**config.mk**
```make
export PLATFORM = sky130hd
export DESIGN_NAME = piece_queue_flat
export DESIGN_NICKNAME = d
export VERILOG_FILES = /design/src/rtl/tetris_pkg.sv /design/src/rtl/piece_queue_if.sv /design/src/rtl/piece_fifo_mem.sv /design/src/rtl/piece_queue.sv /design/src/flat_wrapper.sv
export SDC_FILE = /design/constraint.sdc
export NUM_CORES = 1
export LEC_CHECK = 0
export ABC_AREA = 1
export CAP_MARGIN = 0
export CELL_PAD_IN_SITES_DETAIL_PLACEMENT = 2
export CELL_PAD_IN_SITES_GLOBAL_PLACEMENT = 2
export CORE_AREA = 2 2 66 68
export DETAILED_ROUTE_END_ITERATION = 10
export DIE_AREA = 0 0 68 70
export PLACE_DENSITY = 0.85
export REMOVE_ABC_BUFFERS = 1
export SKIP_LAST_GASP = 1
export SLEW_MARGIN = 20
export SYNTH_ARGS = -nofsm -noshare
export SYNTH_HDL_FRONTEND = slang
export SYNTH_SLANG_ARGS = --single-unit
```
**constraint.sdc**
```tcl
create_clock -name clka -period 2.9 [get_ports clka]
set_input_delay 0.725 -clock clka [delete_from_list [all_inputs] [get_ports clka]]
set_output_delay 0.725 -clock clka [all_outputs]
set_load 0.03 [all_outputs]
```
**src/rtl/tetris_pkg.sv**
```systemverilog
// tetris_pkg: piece codes, piece width and piece_queue state encodings shared across the game.
package tetris_pkg;
    localparam int PIECE_W = 2;
    localparam logic [PIECE_W-1:0] PIECE_I = 2'd0;
    localparam logic [PIECE_W-1:0] PIECE_O = 2'd1;
    localparam logic [PIECE_W-1:0] PIECE_T = 2'd2;
    localparam logic [PIECE_W-1:0] PIECE_L = 2'd3;
    typedef enum logic [1:0] {
        S_WARM = 2'd0,
        S_FILL = 2'd1,
        S_FULL = 2'd2
    } state_t;
endpackage

```
**src/rtl/piece_queue_if.sv**
```systemverilog
// piece_queue_if: RNG sample input, valid/take handshake and preview/status outputs of piece_queue.
interface piece_queue_if #(
    parameter int DEPTH = 4,
    parameter int PIECE_W = 2
);
    logic [PIECE_W-1:0] random;
    logic rand_valid;
    logic piece_take;
    logic [PIECE_W-1:0] piece_out;
    logic piece_valid;
    logic [PIECE_W-1:0] preview_out;
    logic preview_valid;
    logic [$clog2(DEPTH):0] count;
    logic full;
    logic underflow;
    modport master (
        output random, rand_valid, piece_take,
        input piece_out, piece_valid, preview_out, preview_valid, count, full, underflow
    );
    modport slave (
        input random, rand_valid, piece_take,
        output piece_out, piece_valid, preview_out, preview_valid, count, full, underflow
    );
endinterface

```
**src/rtl/piece_fifo_mem.sv**
```systemverilog
// piece_fifo_mem: unreset piece storage, one write port and head/head+1 read ports.
module piece_fifo_mem #(
    parameter int DEPTH = 4,
    parameter int PIECE_W = 2
) (
    input  logic clka,
    input  logic we,
    input  logic [$clog2(DEPTH)-1:0] wa,
    input  logic [PIECE_W-1:0] wd,
    input  logic [$clog2(DEPTH)-1:0] ra,
    output logic [PIECE_W-1:0] rd0,
    output logic [PIECE_W-1:0] rd1
);
    logic [PIECE_W-1:0] mem [DEPTH];
    always_ff @(posedge clka)
        if (we) mem[wa] <= wd;
    assign rd0 = mem[ra];
    assign rd1 = mem[ra + 1'b1];
endmodule

```
**src/rtl/piece_queue.sv**
```systemverilog
// piece_queue: preview FIFO between the RNG and game control with registered head/preview outputs.
// Define NO_REPEAT_EN to bump a push that repeats the previously stored piece.
module piece_queue
    import tetris_pkg::*;
#(
    parameter int DEPTH = 4,
    parameter int PIECE_W = tetris_pkg::PIECE_W
) (
    input logic clka,
    input logic restart,
    piece_queue_if.slave q
);
    localparam int AW = $clog2(DEPTH);
    localparam int CW = AW + 1;
    state_t state, state_n;
    logic push, pop, uf;
    logic [AW-1:0] wr_ptr, rd_ptr, rd_n;
    logic [CW-1:0] cnt, cnt_n;
    logic [PIECE_W-1:0] wdata, head_m, prev_m, head_n, prev_n, head_q, prev_q;

    always_ff @(posedge clka or posedge restart)
        if (restart) state <= S_WARM;
        else state <= state_n;

    always_comb begin
        state_n = state;
        case (state)
            S_WARM: state_n = S_FILL;
            S_FILL: state_n = (push && !pop && cnt == CW'(DEPTH - 1)) ? S_FULL : S_FILL;
            S_FULL: state_n = (pop && !push) ? S_FILL : S_FULL;
            default: state_n = S_WARM;
        endcase
    end

    // When full, a sample is accepted only alongside a pop freeing its slot.
    always_comb begin
        push = q.rand_valid && (state == S_FILL || (state == S_FULL && q.piece_take));
        pop = q.piece_take && cnt != '0;
    end

`ifdef NO_REPEAT_EN
    logic [PIECE_W-1:0] last_pushed;
    logic last_valid;
    always_ff @(posedge clka or posedge restart)
        if (restart) begin
            last_pushed <= '0;
            last_valid <= 1'b0;
        end else if (push) begin
            last_pushed <= wdata;
            last_valid <= 1'b1;
        end
    assign wdata = (last_valid && q.random == last_pushed) ? q.random + 1'b1 : q.random;
`else
    assign wdata = q.random;
`endif

    piece_fifo_mem #(.DEPTH(DEPTH), .PIECE_W(PIECE_W)) u_mem (
        .clka(clka), .we(push), .wa(wr_ptr), .wd(wdata),
        .ra(rd_n), .rd0(head_m), .rd1(prev_m)
    );

    // Look ahead at the post-edge pointers, bypassing the slot written this cycle.
    always_comb begin
        rd_n = rd_ptr + AW'(pop);
        cnt_n = cnt + CW'(push) - CW'(pop);
        head_n = (cnt_n == '0) ? '0 : (push && wr_ptr == rd_n) ? wdata : head_m;
        prev_n = (cnt_n < CW'(2)) ? '0 : (push && wr_ptr == rd_n + 1'b1) ? wdata : prev_m;
    end

    always_ff @(posedge clka or posedge restart)
        if (restart) begin
            wr_ptr <= '0;
            rd_ptr <= '0;
            cnt <= '0;
            head_q <= '0;
            prev_q <= '0;
            uf <= 1'b0;
        end else begin
            wr_ptr <= wr_ptr + AW'(push);
            rd_ptr <= rd_n;
            cnt <= cnt_n;
            head_q <= head_n;
            prev_q <= prev_n;
            uf <= uf | (q.piece_take && cnt == '0);
        end

    assign q.piece_out = head_q;
    assign q.preview_out = prev_q;
    assign q.piece_valid = cnt != '0;
    assign q.preview_valid = cnt >= CW'(2);
    assign q.count = cnt;
    assign q.full = cnt == CW'(DEPTH);
    assign q.underflow = uf;
endmodule

```
**src/flat_wrapper.sv**
```systemverilog
// flat-port wrapper written by rule: the top's interface ports become plain ports
module piece_queue_flat import tetris_pkg::*;
#(
    parameter int DEPTH = 4,
    parameter int PIECE_W = tetris_pkg::PIECE_W
)
  (clka, restart, q_random, q_rand_valid, q_piece_take, q_piece_out, q_piece_valid, q_preview_out, q_preview_valid, q_count, q_full, q_underflow);
  piece_queue_if #(.DEPTH(DEPTH), .PIECE_W(PIECE_W)) q_i ();
  input logic clka;
  input logic restart;
  input wire logic [$bits(q_i.random)-1:0] q_random;
  input wire logic [$bits(q_i.rand_valid)-1:0] q_rand_valid;
  input wire logic [$bits(q_i.piece_take)-1:0] q_piece_take;
  output wire logic [$bits(q_i.piece_out)-1:0] q_piece_out;
  output wire logic [$bits(q_i.piece_valid)-1:0] q_piece_valid;
  output wire logic [$bits(q_i.preview_out)-1:0] q_preview_out;
  output wire logic [$bits(q_i.preview_valid)-1:0] q_preview_valid;
  output wire logic [$bits(q_i.count)-1:0] q_count;
  output wire logic [$bits(q_i.full)-1:0] q_full;
  output wire logic [$bits(q_i.underflow)-1:0] q_underflow;
  assign q_i.random = q_random;
  assign q_i.rand_valid = q_rand_valid;
  assign q_i.piece_take = q_piece_take;
  assign q_piece_out = q_i.piece_out;
  assign q_piece_valid = q_i.piece_valid;
  assign q_preview_out = q_i.preview_out;
  assign q_preview_valid = q_i.preview_valid;
  assign q_count = q_i.count;
  assign q_full = q_i.full;
  assign q_underflow = q_i.underflow;
  piece_queue #(.DEPTH(DEPTH), .PIECE_W(PIECE_W)) u_core (.clka(clka), .restart(restart), .q(q_i));
endmodule
```
==> run summary, run 1 <==
The fill cell instance count of the final layout came out at 467. The layout overhead on the synthesized area came out at 21.9%. The multiplexer share of the synthesized area is 0%. For this run, the number of standard cells in the final layout without fillers is 211. For this run, the detailed router's first-pass iteration total came to 3.

The initial antenna violation count is 0. The post-CTS setup buffer count came out at 0. The count of synthesis-stage warnings from yosys came out at 0. Among all stages on the critical path, the largest delay is contributed by sky130_fd_sc_hd__clkdlybuf4s50_1. The class of the worst hold path is reg -> reg. The cell area after synthesis is 1230 um2. The share of the cycle needed by the critical path after routing is 90.1%. The number of top-level design ports came out at 17. At the worst endpoint, the arrival time is 2.77 ns. The largest buffer count on any clock path is 2. The height of the die came out at 70 um. Summing the areas of all compound-gate instances in the mapped netlist gives 8.22% of the synthesized area. After detailed routing, the average wire length per cell comes to 15.7 um. Of all flip-flops after synthesis, the portion carrying an async set or reset was 63.6%. The repair_antennas step left the layout with diodes totalling 0. The die outline area is 4760 um2. The number of buffers added by the clock tree synthesis step is 3. Routability-driven placement finished with a final weighted congestion of 0.787. The placeable core region is 4140 um2. The largest single stage delay on the critical path is 0.55 ns. The clock tree root buffer cell is sky130_fd_sc_hd__clkbuf_8. The detailed-route wire length on metal 1 came out at 1.41 mm.

The violation count after the first detailed-route iteration is 7. Summing the areas of all fa, ha and maj instances in the mapped netlist gives 4.67% of the synthesized area. Subtracting the final worst setup slack from the clock period gives 2.61 ns. The number of remaining DRC errors came out at 0.

The maximum number of pins on one net before global-route repair is 15. The worst-case headroom to the max-slew limit is 60.3%. The startpoint kind of the worst setup timing path is an input port. TritonCTS built the clock tree. The average size of a mapped cell came out at 8.87 um2. Of the total synthesized cell area, the portion taken by AND, OR, NAND and NOR gates is 28.5%. After floorplanning, the core was divided into 24 placement rows. The design draws 0.00185 W. By instance count, the cell type seen most on the critical path is sky130_fd_sc_hd__nor2_1. The fraction of layout instances using a drive strength above 1 came out at 15.7%.

Setup repair after global routing left no endpoint under its margin. The clock latency at the later pin of the worst-skew pair came out at 0.27 ns. The final antenna-violating net count is 0.

The critical path data required time came out at 3.06 ns. The dominant cell type by area after synthesis is sky130_fd_sc_hd__dfrtp_1. The number of global-route vias before repair is 1196. The width of the die is 68 um. After clock tree synthesis, the clock-pin slew on the worst setup and hold paths is 0.08 ns. The synthesized-area fraction occupied by xor and xnor cells is 2.74%.

The run finished with clean final reports. The number of storage elements in the synthesis netlist is 22. The number of sinks handled by clock tree synthesis came out at 22. The effective utilization at floorplan came out at 29.7%. The endpoint type of the worst setup path is a flop. The leakage power came out at 0.680 nW.

The final layout contains routed wiring with a total length of 3.32 mm. The portion of synthesized cell area occupied by the leading cell type came out at 28.4%. The final number of max-transition violations is 0. For this run, the leading register cell type out of synthesis is sky130_fd_sc_hd__dfrtp_1. The count of distinct cell types in the synthesized netlist came out at 32.

For the pin with the worst max-slew slack, the measured transition is 0.594 ns. Setup violations remaining at the end of the flow were counted as 0. The largest voltage drop on the vdd net came out at 0.533 mV. Along the worst path, the maximum fanout reaches 4. The number of gates given a new drive strength after cts came out at 0.

By area, the combinational part of the netlist is dominated by simple AND/OR/NAND/NOR gates. The number of instances in the placed design is 207. The global route total overflow is 0. Of the synthesized area, sequential elements account for 47.9%. The number of buffers inserted by port buffering is 16.

Counting instances in the post-synthesis netlist gives the leading cell types as sky130_fd_sc_hd__nand2_1, sky130_fd_sc_hd__inv_1, sky130_fd_sc_hd__dfrtp_1. The level count of the clock H-tree came out at 1. The timing-limited maximum frequency is 383 MHz. The number of synthesized flops with an enable pin came out at 8. Across all layers, the routed design uses 1021 vias. Once detailed placement completed, the half-perimeter wirelength came to 2.65 mm. The final worst clock skew is 0.00698 ns. The ratio of routed vias to standard cells is 4.84. By area the synthesized netlist is led by sky130_fd_sc_hd__dfrtp_1, sky130_fd_sc_hd__edfxtp_1, sky130_fd_sc_hd__nand2_1.

Buffers inserted to repair hold after CTS numbered 0. The most common cell in the synthesized netlist is sky130_fd_sc_hd__nand2_1. The global-route wire length before repair is 5.74 mm. The net total in the final layout came out at 170.

The signal on the critical path passes through clkdlybuf4s50_1 > inv_2 > o21ai_2 > nand2_2 > inv_1 > ha_1 > fa_1 > nor2_1 > inv_1 > nor2_1 > o21bai_1 > nor2_1. The critical path is of the in -> reg type. In this run the top signal layer used is met4.

The routed design uses 1.79 mm of met2 wire. The total global-route track usage came out at 16.3%. The total of max-cap violations is 0.

In the detailed route, the total length drawn on met3 is 69 um. The final number of hold-violating endpoints is 0. The power per cell area came out at 1230 nW/um2. The post-synthesis cell count came out at 139.
-- where the power goes --
part | internal [W] | switching (W) | total (W)
clock | 0.0000948 | 0.000104 | 0.000199
sequential | 0.000443 | 0.000105 | 0.000547
combinational | 0.000400 | 0.000702 | 0.00110
total | 0.000937 | 0.000911 | 0.00185
-- state kept, by name (all words and copies together), names as in the netlist --
name	cells
u_core.q.underflow	1
u_core.q.count	3
u_core.u_mem.mem	8
u_core.state	2
u_core.q.preview_out	2
u_core.rd_ptr	2
u_core.q.piece_out	2
u_core.wr_ptr	2
-- cells by family after synthesis --
logic type / count (synthesis)
AND/OR/NAND/NOR: 71
buffers and inverters: 24
flip-flops: 22
AO/OA/AOI/OAI: 15
adder cells (fa/ha/maj): 4
XOR/XNOR: 3
-- cell type report --
cell class	instances	area, um2	area share [%]
multi-input cells	93	544	36.2
flip-flops and latches	22	591	39.3
repair buffers	18	175	11.7
well taps	52	65.1	4.33
inverters	22	82.6	5.50
clock inverters	1	3.75	0.250
clock buffers	3	41.3	2.75
-- per-layer routing --
layer | track usage [%] | up-vias
met5 | 0 | -
met4 | 6.00 | 0
met3 | 1.77 | 5
met2 | 30.1 | 13
met1 | 18.5 | 516
li1 | - | 487
-- cells in the final DEF (no fill, tap or decap), types with 3 or more instances in the layout --
cell type and n:
sky130_fd_sc_hd__o211ai_1 4, sky130_fd_sc_hd__nand2_1 26, sky130_fd_sc_hd__inv_1 20, sky130_fd_sc_hd__clkdlybuf4s50_1 16, sky130_fd_sc_hd__nand4_1 3, sky130_fd_sc_hd__nand2_2 9, sky130_fd_sc_hd__ha_1 3, sky130_fd_sc_hd__nor2_1 12
sky130_fd_sc_hd__edfxtp_1 8, sky130_fd_sc_hd__clkbuf_8 3, sky130_fd_sc_hd__nand3_1 7, sky130_fd_sc_hd__nor3_1 5, sky130_fd_sc_hd__o21bai_1 3, sky130_fd_sc_hd__dfrtp_1 14
-- worst paths after layout --
kind                              startpoint               endpoint  slack, ns  cells past startpoint
setup / recovery                q_piece_take  u_core.q.piece_out[1]       0.29                     12
hold / removal               u_core.state[1]        u_core.state[0]       0.49                      1
setup reg to reg           u_core.q.count[0]  u_core.q.piece_out[1]       0.69                     12
hold reg to reg              u_core.state[1]        u_core.state[0]       0.49                      1
max in group asynchronous            restart      u_core.q.count[1]       1.69                      2
min in group asynchronous            restart       u_core.wr_ptr[0]       0.82                      2
-- critical path, delay by kind of cell --
kind                     cells  cell delay, ns
adder cells (fa/ha/maj)      2            0.62
AND/OR/NAND/NOR              4            0.37
buffers and inverters        4            0.79
AO/OA/AOI/OAI                2            0.26
-- stage by stage --
step	worst slack (ns)	hold WS [ns]	setup TNS (ns)	instance area (um2)	util (%)
final	0.286	0.486	0	1500	36.3
after global routing	0.109	0.518	0	1500	36.3
after CTS	0.240	0.479	0	1500	36.3
after detailed placement	-0.0521	0.465	-0.0521	1460	35.2
after global placement	0.155	0.445	0	1460	35.2
after floorplan	0.655	0.435	0	1220	-
(Power assumes the default switching activity.)
==> run 2: changes to the inputs <==
--- a/config.mk
+++ b/config.mk
@@ -10,6 +10,7 @@
 export CELL_PAD_IN_SITES_DETAIL_PLACEMENT = 2
 export CELL_PAD_IN_SITES_GLOBAL_PLACEMENT = 2
 export CORE_AREA = 2 2 66 68
+export CTS_CLUSTER_DIAMETER = 120
 export DETAILED_ROUTE_END_ITERATION = 10
 export DIE_AREA = 0 0 68 70
 export PLACE_DENSITY = 0.85
==> constraint.sdc (replaced) <==
create_clock -name clka -period 3 [get_ports clka]
set_input_delay 0.75 -clock clka [delete_from_list [all_inputs] [get_ports clka]]
set_output_delay 0.75 -clock clka [all_outputs]
set_load 0.03 [all_outputs]
==> run 2 against run 1 <==
  * Global-route usage is 0.98 points lower
  * Largest cell class unchanged
  * Clock skew decreased by 0.0036 ns
  * Critical path type unchanged
  * Highest routed layer unchanged
  * Sequential cell count did not move
  * Count of clock-buffer cells in the layout is the same
==> run summary, run 2 (synthesis results as in run 1) <==
Status: completed (unchanged). The register with the most flip-flops is u_core.u_mem.mem (unchanged). The maximum fanout along the worst path came out at 4 (unchanged). The number of sinks handled by clock tree synthesis is 22 (unchanged). The final worst clock skew was 0.00333 ns (was 0.00698 ns). The post-cts hold buffer count came out at 0 (unchanged). The sum of negative setup slack came out at 0 ns (unchanged). The register area came out at 591 um2 (unchanged).

The startpoint kind of the worst setup timing path is an input port (unchanged). The timing-limited maximum frequency came out at 378 MHz. The largest voltage drop on the vdd net came out at 0.549 mV (was 0.533 mV).

The number of global-route vias before repair came out at 1172 (was 1196). The level count of the clock H-tree came out at 1 (unchanged). The number of buffers added by the clock tree synthesis step came out at 3 (unchanged). The endpoint type of the worst setup path is a flop (unchanged). The mean routed wirelength per cell came to 15.3 um (was 15.7 um).

The global-route wire length before repair came out at 5.51 mm (was 5.74 mm). The ratio of routed vias to standard cells came out at 4.85 (was 4.84). The clock latency at the later pin of the worst-skew pair came out at 0.26 ns (was 0.27 ns). The die outline area is 4760 um2 (unchanged). The maximum number of pins on one net before global-route repair is 15 (unchanged).

The number of gates given a new drive strength after cts is 0 (unchanged). The number of flip-flops under the largest register name came out at 8 (unchanged). The net total in the final layout is 170 (unchanged). The final antenna-violating net count came to 0 (unchanged).

The class of the worst hold path was reg -> reg (unchanged). The launching instance or port of the critical path is q_piece_take (unchanged). The total of max-cap violations came out at 0 (unchanged). The fraction of layout instances using a drive strength above 1 is 15.8% (was 15.7%).

The worst-case headroom to the max-slew limit is 60.8% (was 60.3%). The highest metal layer used by the detailed router was met4 (unchanged). The height of the die is 70 um (unchanged). The power per cell area came out at 1190 nW/um2 (was 1230 nW/um2). The initial antenna violation count came out at 0 (unchanged). The number of top-level design ports is 17 (unchanged). The critical path data required time is 3.15 ns (was 3.06 ns). The hold-critical path depth came out at 1 (unchanged). The post-route worst hold slack came out at 0.472 ns (was 0.486 ns). The violation count after the first detailed-route iteration is 11 (was 7).

The final critical path time including I/O delays and setup is 2.64 ns. The global route total overflow is 0 (unchanged). The area of the multi-input gates came to 544 um2 (unchanged). The number of remaining DRC errors was 0 (unchanged). The critical path data arrival time was 2.80 ns (was 2.77 ns). The clock tree root buffer cell is sky130_fd_sc_hd__clkbuf_8 (unchanged). The final routed wirelength across all metal layers is 3.22 mm (was 3.32 mm).

The total global-route track usage is 15.3% (was 16.3%). The half-perimeter wire length of the detailed placement result came to 2.67 mm (was 2.65 mm). The cell count of the worst reg-to-reg path came to 12 (unchanged). RSZ-0062 raised after global routing: no (unchanged).

The largest buffer count on any clock path was 2 (unchanged). The end of the worst register-to-register path is u_core.q.piece_out[1] (unchanged). The routed wire length on met2 was 1.78 mm (was 1.79 mm).

The number of inserted diodes was 0 (unchanged). The last element of the critical path was u_core.q.piece_out[1] (unchanged). The slew at the pin with the worst max-slew slack came out at 0.587 ns (was 0.594 ns). The layout overhead on the synthesized area is 21.6% (was 21.9%). The number of core rows is 24 (unchanged). The number of instances in the placed design was 207 (unchanged).

The startpoint of the lowest-slack hold path is u_core.state[1] (unchanged). The share of the cycle needed by the critical path after routing is 88.2%. The final number of max-transition violations is 0 (unchanged).

The effective utilization at floorplan came out at 29.7% (unchanged). The width of the die was 68 um (unchanged). The TritonCTS clock tree is built (unchanged). The placeable core region came out at 4140 um2 (unchanged). The final number of hold-violating endpoints came out at 0 (unchanged). The final-report setup violation count is 0 (unchanged).

The number of detailed-routing iterations run before antenna repair is 4 (was 3). The clock-pin slew on the worst setup and hold paths is 0.08 ns (about the same). The fill cell instance count of the final layout came to 467 (unchanged). The post-CTS setup buffer count was 0 (unchanged). The total via count after detailed routing is 1019 (was 1021). The total chip power was 0.00178 W (was 0.00185 W). The worst setup slack for register-to-register paths is 0.78 ns (was 0.69 ns).

The placer's final routability congestion estimate came out at 0.787 (about the same). The leakage power was 0.678 nW (was 0.680 nW). The met3 wire length came out at 53 um (was 69 um). The category of the critical setup timing path is in -> reg (unchanged). The beginning of the worst register-to-register path was u_core.q.count[0] (unchanged). Top library cells by usage in the layout, fill and taps aside: sky130_fd_sc_hd__nand2_1, sky130_fd_sc_hd__inv_1, sky130_fd_sc_hd__clkdlybuf4s50_1 (unchanged). The number of buffers inserted by port buffering is 16 (unchanged). The most common cell after layout, fill and taps aside was sky130_fd_sc_hd__nand2_1 (unchanged). The number of standard cells in the layout, taps in and fillers out came to 210 (was 211).

The detailed-route wire length on metal 1 was 1.37 mm (was 1.41 mm).
run 2: routing by layer:
metal / global-route usage (%) / vias to the layer above
met5: 0 / -
met2: 29.4 / 13
li1: - / 488
met3: 1.61 / 2
met1: 17.3 / 516
met4: 3.33 / 0
run 2: cell type report:
cell class | count | area share [%]
Sequential cell | 22 | 39.4
Multi-Input combinational cell | 93 | 36.3
Timing Repair Buffer | 18 | 11.7
Inverter | 22 | 5.51
Tap cell | 52 | 4.34
Clock buffer | 3 | 2.75
run 2: worst min path at each step:
stage,endpoint,slack (ns)
6_report,u_core.state[0],0.47
5_1_grt,u_core.state[0],0.52
4_1_cts,u_core.state[0],0.48
3_5_place_dp,u_core.state[0],0.47
3_3_place_gp,u_core.state[0],0.44
2_1_floorplan,u_core.state[0],0.43
run 2: through the flow:
step	util, %	worst slack [ns]	area [um2]
6_report	36.2	0.355	1500
5_1_grt	36.2	0.195	1500
4_1_cts	36.2	0.317	1500
3_5_place_dp	35.2	0.0287	1460
3_3_place_gp	35.2	0.230	1460
2_1_floorplan	-	0.730	1220
run 2: report_power, final:
group	internal [W]	total [W]	leakage, nW	switching (W)
clock network	0.0000896	0.000183	0.0216	0.0000930
logic	0.000386	0.00107	0.422	0.000684
registers	0.000428	0.000526	0.235	0.0000977
run 2: worst max-delay path, stage by stage:
cell and delay [ns]:
sky130_fd_sc_hd__clkdlybuf4s50_1 0.55, sky130_fd_sc_hd__inv_2 0.06, sky130_fd_sc_hd__o21ai_2 0.14, sky130_fd_sc_hd__nand2_2 0.07
sky130_fd_sc_hd__inv_1 0.10, sky130_fd_sc_hd__ha_1 0.17, sky130_fd_sc_hd__fa_1 0.44, sky130_fd_sc_hd__nor2_1 0.13
sky130_fd_sc_hd__inv_1 0.08, sky130_fd_sc_hd__nor2_1 0.13, sky130_fd_sc_hd__o21bai_1 0.13, sky130_fd_sc_hd__nor2_1 0.05
==> run 3: changes to the inputs <==
--- a/config.mk
+++ b/config.mk
@@ -9,11 +9,12 @@
 export CAP_MARGIN = 0
 export CELL_PAD_IN_SITES_DETAIL_PLACEMENT = 2
 export CELL_PAD_IN_SITES_GLOBAL_PLACEMENT = 2
-export CORE_AREA = 2 2 66 68
+export CORE_AREA = 2 2 64 66
+export CTS_BUF_LIST = sky130_fd_sc_hd__clkbuf_8
 export CTS_CLUSTER_DIAMETER = 120
 export DETAILED_ROUTE_END_ITERATION = 10
-export DIE_AREA = 0 0 68 70
-export PLACE_DENSITY = 0.85
+export DIE_AREA = 0 0 66 68
+export PLACE_DENSITY = 0.89
 export REMOVE_ABC_BUFFERS = 1
 export SKIP_LAST_GASP = 1
 export SLEW_MARGIN = 20
==> run 3 against run 2 <==
  * First-iteration DRC count rose to 3.5 times the previous value
  * Sequential cell count stayed put
  * Non-clock buffer count unchanged
  * Highest routed layer unchanged
  * Core utilization rose by 3.4 points
  * Sequential power increased by 2%
  * Critical path type unchanged
  * Count of clock-buffer cells in the layout did not move
  * Critical path depth stayed put
  * Sequential share of layout area down 0.71 points
  * Clock power grew 55%
==> run summary, run 3 (synthesis results as in run 1) <==
Status: completed (unchanged). The largest incremental delay on the critical path is 0.56 ns (was 0.55 ns). The number of buffers added by the clock tree synthesis step came out at 3 (unchanged).

The number of sinks handled by clock tree synthesis was 22 (unchanged). The number of flip-flops under the largest register name came out at 8 (unchanged). The global-route wire length before repair came out at 6.28 mm (was 5.51 mm). The relative contribution of combinational cells to total power came to 57.7% (was 60.2%). The number of core rows was 23 (was 24). The post-CTS setup buffer count is 0 (unchanged).

The switching share of power is 48.7% (was 49.2%). The largest buffer count on any clock path came out at 2 (unchanged). The number of gates given a new drive strength after cts came out at 0 (unchanged). The endpoint type of the worst setup path is a flop (unchanged). The total global-route track usage came out at 19.3% (was 15.3%).

The category of the critical setup timing path is in -> reg (unchanged). The final routed wirelength across all metal layers is 3.93 mm (was 3.22 mm). The final antenna-violating net count is 0 (unchanged). The critical path data required time came out at 3.16 ns (was 3.15 ns).

The clock share of power is 14.6% (was 10.3%). Top library cells by usage in the layout, fill and taps aside: sky130_fd_sc_hd__nand2_1, sky130_fd_sc_hd__inv_1, sky130_fd_sc_hd__clkdlybuf4s50_1 (unchanged). The register area is 591 um2 (unchanged).

The half-perimeter wire length of the detailed placement result came out at 2.84 mm (was 2.67 mm). The global route total overflow came out at 0 (unchanged). The share of the cycle needed by the critical path after routing is 92.9% (was 88.2%).

The fraction of layout instances using a drive strength above 1 came out at 16.4% (was 15.8%). The clock tree root buffer cell is sky130_fd_sc_hd__clkbuf_8 (unchanged). The detailed-route wire length on metal 1 came out at 1.62 mm (was 1.37 mm). The number of remaining DRC errors is 0 (unchanged). The cell area after layout is 1530 um2 (was 1500 um2). The placement-stage cell area is 1460 um2 (about the same).

The maximum fanout along the worst path is 4 (unchanged). The effective utilization at floorplan came out at 32.0% (was 29.7%). The fill cell instance count of the final layout came to 431 (was 467). The initial antenna violation count is 0 (unchanged). The final critical path time including I/O delays and setup is 2.79 ns (was 2.64 ns).

The width of the die came out at 66 um (was 68 um). The placeable core region came to 3860 um2 (was 4140 um2). The placer's final routability congestion estimate came out at 0.816 (was 0.787).

The maximum number of pins on one net before global-route repair is 15 (unchanged). The number of standard cells in the layout, taps in and fillers out is 209 (was 210). Cells along the critical path: clkdlybuf4s50_1 > inv_2 > o21ai_2 > nand2_2 > inv_1 > ha_1 > fa_1 > nor2_1 > inv_1 > nor2_1 > o21bai_1 > nor2_1 (unchanged).

The die outline area was 4490 um2 (was 4760 um2). The power per cell area came out at 1270 nW/um2 (was 1190 nW/um2). The final-report setup violation count is 0 (unchanged). The timing-limited maximum frequency came to 359 MHz (was 378 MHz). The sequential group share of total power was 27.8% (was 29.6%).

The mean routed wirelength per cell is 18.8 um (was 15.3 um). The most common cell after layout, fill and taps aside is sky130_fd_sc_hd__nand2_1 (unchanged). The clock-pin slew on the worst setup and hold paths came out at 0.09 ns (was 0.08 ns).

The final worst setup slack came out at 0.212 ns (was 0.355 ns). The routed wire length on met2 came out at 2.15 mm (was 1.78 mm). The area of the multi-input gates is 544 um2 (unchanged). The net switching power figure came to 0.000946 W (was 0.000875 W). The largest voltage drop on the vdd net is 0.576 mV (was 0.549 mV). The total of max-cap violations came out at 0 (unchanged).

The final number of max-transition violations is 0 (unchanged). The sum of negative setup slack is 0 ns (unchanged). The violation count after the first detailed-route iteration is 38 (was 11).

The pre-CTS setup slack was 0.0139 ns (was 0.0287 ns). The startpoint kind of the worst setup timing path was an input port (unchanged). The ratio of routed vias to standard cells came out at 5.00 (was 4.85). The library cell appearing most often on the critical path was sky130_fd_sc_hd__nor2_1 (unchanged). The number of top-level design ports came to 17 (unchanged). The post-cts hold buffer count is 0 (unchanged). RSZ-0062 raised after global routing: no (unchanged). The leakage power came out at 0.692 nW (was 0.678 nW).

The final worst clock skew was 0.00997 ns (was 0.00333 ns). The worst-case headroom to the max-slew limit is 59.6% (was 60.8%). The met3 wire length came out at 79 um (was 53 um). The layout overhead on the synthesized area came to 23.9% (was 21.6%). The critical path data arrival time was 2.95 ns (was 2.80 ns).

The slew at the pin with the worst max-slew slack came out at 0.605 ns (was 0.587 ns). The highest metal layer used by the detailed router is met4 (unchanged). The level count of the clock H-tree came out at 1 (unchanged). The height of the die came out at 68 um (was 70 um). The number of global-route vias before repair came out at 1225 (was 1172). The number of buffers inserted by port buffering was 16 (unchanged). The cell with the largest stage delay on the worst path is sky130_fd_sc_hd__clkdlybuf4s50_1 (unchanged). The class of the worst hold path was reg -> reg (unchanged).

The internal power component is 0.000997 W (was 0.000903 W). The number of inserted diodes is 0 (unchanged). The TritonCTS clock tree is built (unchanged). The clock latency at the later pin of the worst-skew pair is 0.27 ns (was 0.26 ns). The share of the core filled with cells came out at 39.6% (was 36.2%).

The number of detailed-routing iterations run before antenna repair is 4 (unchanged). The final number of hold-violating endpoints came out at 0 (unchanged). The register with the most flip-flops is u_core.u_mem.mem (unchanged). The number of instances in the placed design came out at 205 (was 207). The total via count after detailed routing came out at 1045 (was 1019). The net total in the final layout came out at 170 (unchanged).
==> run 3: changes by cell type in the layout (fill, tap and decap cells not counted) <==
cell	change
sky130_fd_sc_hd__bufinv_16	+1
==> run 3: power by group through the flow <==
stage | clock network (W) | logic [W] | registers [W]
2_1_floorplan | 0 | 0.000636 | 0.000612
3_3_place_gp | 0 | 0.00103 | 0.000532
3_5_place_dp | 0 | 0.00109 | 0.000541
4_1_cts | 0.000288 | 0.00113 | 0.000542
5_1_grt | 0.000296 | 0.00123 | 0.000555
6_report | 0.000283 | 0.00112 | 0.000539
==> run 3: path summary, 6_finish.rpt <==
check	from	end	slack, ns	cells past startpoint
hold reg to reg	u_core.state[1]	u_core.state[0]	0.48	1
max in group asynchronous	restart	u_core.wr_ptr[1]	1.76	2
setup reg to reg	u_core.q.count[0]	u_core.q.piece_out[1]	0.62	12
hold / removal	u_core.state[1]	u_core.state[0]	0.48	1
setup / recovery	q_piece_take	u_core.q.piece_out[1]	0.21	12
min in group asynchronous	restart	u_core.q.piece_out[0]	0.84	2
==> run 3: area by class of cell <==
type	instances	area share, %
tap	50	4.10
sequential	22	38.7
inverter	22	5.41
timing repair buffer	18	11.5
clock inverter	1	1.97
multi-input combinational	93	35.7
clock buffer	3	2.70
==> run 3: per-layer routing <==
layer / vias to the layer above / global-route usage [%]
li1: 489 / -
met1: 528 / 21.7
met2: 21 / 37.2
met3: 7 / 2.47
met4: 0 / 6.89
met5: - / 0
==> run 3: metrics by stage <==
stage / hold slack [ns] / power [W]
5_1_grt: 0.524 / 0.00208
2_1_floorplan: 0.435 / 0.00125
6_report: 0.477 / 0.00194
3_5_place_dp: 0.465 / 0.00163
3_3_place_gp: 0.446 / 0.00156
4_1_cts: 0.478 / 0.00196
==> run 3: critical path: cells and delay by family <==
family	cells	cell delay, ns
AND/OR/NAND/NOR	4	0.43
adder cells (fa/ha/maj)	2	0.65
buffers and inverters	4	0.83
AO/OA/AOI/OAI	2	0.28
